--- config.mk ---
export PLATFORM = sky130hd
export DESIGN_NAME = sevenseg_deserializer
export DESIGN_NICKNAME = d
export VERILOG_FILES = /design/src/rtl/sevenseg_deserializer.sv
export SDC_FILE = /design/constraint.sdc
export NUM_CORES = 1
export LEC_CHECK = 0
export CORE_ASPECT_RATIO = 0.5
export CORE_UTILIZATION = 50
export DETAILED_ROUTE_END_ITERATION = 16
export GPL_TIMING_DRIVEN = 0
export PLACE_DENSITY = 0.76
export REMOVE_ABC_BUFFERS = 1
export SLEW_MARGIN = 20
export SYNTH_ARGS = -nofsm -noshare
export SYNTH_HDL_FRONTEND = slang
export SYNTH_SLANG_ARGS = --single-unit
--- constraint.sdc ---
create_clock -name i_CLK -period 2.5 [get_ports i_CLK]
set_input_delay 0.75 -clock i_CLK [delete_from_list [all_inputs] [get_ports i_CLK]]
set_output_delay 0.75 -clock i_CLK [all_outputs]
set_load 0.1 [all_outputs]
--- src/rtl/sevenseg_deserializer.sv ---
// sevenseg_deserializer: rebuilds 4x16-bit LSB-first groups from a serial 7-seg link into a registered frame
// Ports: i_CLK link clock; i_RESET_N async active-low reset; i_EN bit qualifier;
//        i_7SegData serial data; i_7Seg_Latch active-low group-end strobe (on bit 15);
//        o_7SegData16_0..3 last complete frame; o_FrameValid frame-update pulse; o_SyncErr framing-error pulse
module sevenseg_deserializer (
  input  logic        i_CLK,
  input  logic        i_RESET_N,
  input  logic        i_EN,
  input  logic        i_7SegData,
  input  logic        i_7Seg_Latch,
  output logic [15:0] o_7SegData16_0,
  output logic [15:0] o_7SegData16_1,
  output logic [15:0] o_7SegData16_2,
  output logic [15:0] o_7SegData16_3,
  output logic        o_FrameValid,
  output logic        o_SyncErr
);
  logic [15:0]       sh_q, sh_d;
  logic [3:0]        bcnt_q, bcnt_d;
  logic [1:0]        gcnt_q, gcnt_d;
  logic [2:0][15:0]  stg_q, stg_d;
  logic [3:0][15:0]  out_q, out_d;
  logic              fv_q, fv_d, se_q, se_d;
  logic [15:0]       w;
  logic              last, lat;
  assign w    = {i_7SegData, sh_q[15:1]};
  assign last = bcnt_q == 4'd15;
  assign lat  = ~i_7Seg_Latch;
  always_comb begin
    sh_d   = sh_q;
    bcnt_d = bcnt_q;
    gcnt_d = gcnt_q;
    stg_d  = stg_q;
    out_d  = out_q;
    fv_d   = 1'b0;
    se_d   = 1'b0;
    if (i_EN) begin
      if (!last && !lat) begin
        sh_d   = w;
        bcnt_d = bcnt_q + 4'd1;
      end else if (last && lat) begin
        bcnt_d = '0;
        if (gcnt_q == 2'd3) begin
          // all four words move together so the outputs never mix frames
          out_d  = {w, stg_q};
          fv_d   = 1'b1;
          gcnt_d = '0;
        end else begin
          stg_d[gcnt_q] = w;
          gcnt_d        = gcnt_q + 2'd1;
        end
      end else begin
        // early or missing latch: drop the bit and restart at bit 0 of group 0
        se_d   = 1'b1;
        bcnt_d = '0;
        gcnt_d = '0;
      end
    end
  end
  always_ff @(posedge i_CLK or negedge i_RESET_N) begin
    if (!i_RESET_N) begin
      sh_q   <= '0;
      bcnt_q <= '0;
      gcnt_q <= '0;
      stg_q  <= '0;
      out_q  <= '0;
      fv_q   <= 1'b0;
      se_q   <= 1'b0;
    end else begin
      sh_q   <= sh_d;
      bcnt_q <= bcnt_d;
      gcnt_q <= gcnt_d;
      stg_q  <= stg_d;
      out_q  <= out_d;
      fv_q   <= fv_d;
      se_q   <= se_d;
    end
  end
  assign o_7SegData16_0 = out_q[0];
  assign o_7SegData16_1 = out_q[1];
  assign o_7SegData16_2 = out_q[2];
  assign o_7SegData16_3 = out_q[3];
  assign o_FrameValid   = fv_q;
  assign o_SyncErr      = se_q;
endmodule

Yosys cells after proc, flatten, opt, wreduce, memory -nomap -nowiden
Cells that the tools add are included.

Multiplexer cells: 13. Eq/ne operators: 2. $add $sub $neg: 2. Reduce and logical (&&, ||, !) cells: 8. Order comparisons: 2. Bitwise gates (word level): 3.

Operators by type and width (count): $bwmux 48 (1); $demux 16 s2 (1); $mux 16 (1); $reduce_and 4->1 (2); $mux 1 (7); $add 4x1->4 const B (1); $eq 4x4->1 const B (1); $mux 2 (2); $mux 4 (1); $reduce_and 2->1 (2); $logic_and 1x1->1 (3); $lt 2x3->1 const B (1); $not 1->1 (3); $add 2x1->2 const B (1); $eq 2x2->1 const B (1); $ge 2x1->1 const B (1); $logic_not 1->1 (1).

Word-level logic and storage cells: 42. Register bits after elaboration: 136. Output and inout bits: 66.

Depth between registers and ports, before layout
Word-level depth: 5. Depth in mapped cells: 8. Mapped depth without buffers: 7.

Worst setup path before layout
No wires, ideal clock.

Kind: input to register. Start: in i_7Seg_Latch. End: reg out_q, in the netlist o_7SegData16_0[0]. Buffers on the path: 2. Arrival: 1.911 ns. Stages: 6. Setup slack: 0.464 ns. Setup time: 0.125 ns. Cell sequence: ha_1 > and2b_4 > nand3_2 > buf_6 > buf_6 > mux2_4.

Cells in the longest elaborated chain, start to end: 3.

RTL lines: start: declaration (line 10) `input logic i_7Seg_Latch,`; $logic_and 1x1->1 or $not 1->1 (tied branches) (line 38, 28); $not 1->1 (no line) or $logic_and 1x1->1 (tied branches); $reduce_and 4->1 (no line) *; end signal: assignment (line 74) `out_q <= out_d;`; end: declaration (line 22) `logic [3:0][15:0] out_q, out_d;`.

Every way passes the cells marked *; elsewhere a longest branch is shown, timed or not. A chain may end at the register's enable or synchronous reset.

Final worst setup path
Start: reg out_q, in the netlist o_7SegData16_2[8]. End: out o_7SegData16_2[8].

RTL lines: end: declaration (line 13) `output logic [15:0] o_7SegData16_2,`.

No word-level cell between the ends.

==> run_results.csv <==
group,metric,value,unit
place,io_buffers,70,
run_status,status,"finished, final reports clean",
drt,vias,2799,
synth,yosysSeqAreaShare,61.1,%
timing,period_needed,2390,ps
finish,layout-drive-gt1-share,41.5,%
timing,fin_setup_tns,0,ps
worst_setup_path,path_buf_inv,1,
synth,syn_area_per_cell,17.7,um2
place,postPlaceCellArea,6340,um2
timing,fmax,419,MHz
clock_network,cts_tree,"done",
global_route,grt-ovfl-total,0,
worst_setup_path,critPathKind,"reg -> out",
pwr,powerDensity,761,nW/um2
synth,yosysTopAreaCellShare,61.1,%
clock_network,cts_root_buf,"clkbuf_16",
clock_network,clock_sinks,135,
clock_network,htreeDepth,4,
clock_network,cts.reportedPaths.clkPinSlew,60,ps
drt,ant_nets,0,
timing,slew_headroom,34.3,%
timing,fin_ws,114,ps
finish,layout_common_cells,"dfrtp_1 (135), mux2_4 (79), dlygate4sd2_1 (66)",
finish,layout_commonest_cell,"dfrtp_1",
global_route,grt_usage,20.1,%
global_route,antenna_found_initial,0,
clock_network,cts.path.max_buffers,2,
worst_hold_path,hold_path_class,"in -> async",
worst_setup_path,cp_slowest_stage_delay,880,ps
drt,drt_pre_antenna_iters,4,
flow_run,maxCapViolations,0,
worst_setup_path,reg2reg_from,"bcnt_q[0]$_DFFE_PN0P_",
finish,final_area,6890,um2
floorplan,die_y,76.3,um
pwr,p_leak,3.92,nW
finish,num-fill-cells,739,
global_route,grt_pass1_vias,3164,
synth,synth_cells,313,
drt,first_iter_violations,117,
synth,netlist.top_cell.by_area,"dfrtp_1",
finish,syn_to_final_growth,24.7,%
synth,synth_cell_types,20,
worst_setup_path,critPathSlowestCell,"dlygate4sd2_1",
floorplan,core,10500,um2
worst_setup_path,critPathLaunchType,"flop",
finish,final_nets,407,
worst_setup_path,startpoint,"o_7SegData16_2[8]$_DFFE_PN0P_",
timing,tightest_slew,989,ps
place,place_ws,-666,ps
timing,rsz0062_at_grt,"false",
synth,synth_area_leaders,"dfrtp_1 (61%), mux2_4 (21%), mux2_2 (9.8%), buf_6 (1.8%), ha_1 (1.8%)",
floorplan,num_rows,26,
synth,synthesis.area,5530,um2
pwr,vdd.ir_drop.worst,0.553,mV
worst_setup_path,crit_chain,"dlygate4sd2_1",
floorplan,pin_count,71,
pwr,p_total,5.24,mW
drt,drcViolationCount,0,
worst_setup_path,required,1750,ps
floorplan,die_area,11500,um2
timing,hold_violations,0,
synth,ys_seq_elements,135,
timing,skew,6.08,ps
worst_setup_path,arrival,1640,ps
finish,utilization,65.8,%
floorplan,start_util,52.7,%
worst_setup_path,cpLargestDelayFamily,"buffers and inverters",
finish,instances_no_fill,547,
synth,yosys_warnings,0,
timing,post-route-period-util,95.4,%
finish,antenna_cells,0,
clock_network,cts-buffers-inserted,17,
drt,vias_per_cell,5.12,
drt,wl_per_cell,18.6,um
place,dp_cells,513,
place,gp_congestion,0.656,
worst_setup_path,end_kind,"output port",
floorplan,fp.dieW,151,um
timing,maxSlewViolCount,0,
worst_setup_path,crit_path_max_fanout,2,
timing,finalSetupViolCount,0,
clock_network,ctsHoldBuffers,0,
place,hpwl,6110,um
global_route,grt_max_degree,89,
drt,wirelength,10100,um
timing,hold_slack,270,ps
global_route,grt_pass1_wl,17400,um
clock_network,clock_latency,400,ps
[logic make-up after synthesis]
family	synth area share (%)
and+or+nand+nor	2.15
muxes	31.6
AOI/OAI and AO/OA	0.589
buffers and inverters	2.69
DFF	61.1
adders and majority gates	1.81
[report_power, final]
part | leakage (nW) | total [mW] | internal [mW] | switching [mW]
sequential | 1.86 | 2.48 | 2.30 | 0.174
combinational | 1.78 | 0.216 | 0.120 | 0.0958
clock | 0.284 | 2.55 | 1.62 | 0.931
[path summary, 6_finish.rpt]
check / end / slack (ps) / cells past startpoint
worst min register to register: o_7SegData16_2[15]$_DFFE_PN0P_ / 500 / 1
worst max register to register: o_7SegData16_2[0]$_DFFE_PN0P_ / 300 / 7
worst min-delay path: o_7SegData16_0[2]$_DFFE_PN0P_ / 270 / 1
min in group i_CLK: o_7SegData16_2[15]$_DFFE_PN0P_ / 500 / 1
max in group asynchronous: o_7SegData16_3[12]$_DFFE_PN0P_ / 1480 / 2
worst max-delay path: o_7SegData16_2[8] / 110 / 1
[flip-flops by register name (all words and copies together), names as in the netlist, 2 cells and up]
register and count:
stg_q 48, o_7SegData16_0 16, o_7SegData16_1 16, o_7SegData16_2 16, o_7SegData16_3 16, sh_q 15
bcnt_q 4, gcnt_q 2
[metal layers]
metal,vias to the layer above,share of wire [%],GRT usage [%]
met2,42,50,33.1
met5,-,0,0
met4,0,1.1,7.00
li1,1267,-,-
met1,1480,46,26.3
met3,10,2.8,4.37
[cell usage after synthesis]
| cell type | n |
|---|---|
| dfrtp_1 | 135 |
| mux2_4 | 79 |
| mux2_2 | 48 |
| buf_6 | 9 |
| ha_1 | 8 |
| inv_1 | 8 |
| nand3_1 | 5 |
| nand2_1 | 3 |
| nand2_4 | 3 |
| o21ai_0 | 3 |
| buf_2 | 2 |
| mux2i_1 | 2 |
| a22o_1 | 1 |
| and2_1 | 1 |
| and2b_4 | 1 |
| and4bb_4 | 1 |
| buf_4 | 1 |
| nand3_2 | 1 |
| nand4_1 | 1 |
| o311ai_0 | 1 |
[repair_timing]
| action | 4_1_cts | 5_1_grt |
|---|---|---|
| cloned | 1 | 0 |
| resized for setup | 66 | 1 |
| setup endpoints to repair | 100 | 13 |
| pin swaps | 0 | 0 |
| setup buffers | 1 | 0 |
| hold endpoints to repair | 0 | 0 |
[final cells by class]
class                   count  area (um2)  area share (%)
inverters                   8        30.0           0.436
multi-input cells         159        2020            29.4
flip-flops and latches    135        3380            49.0
clock inverters            12         151            2.20
repair buffers             73         674            9.79
clock buffers              20         457            6.63
well taps                 140         175            2.54
No activity file was read; power rests on OpenSTA's default activity.
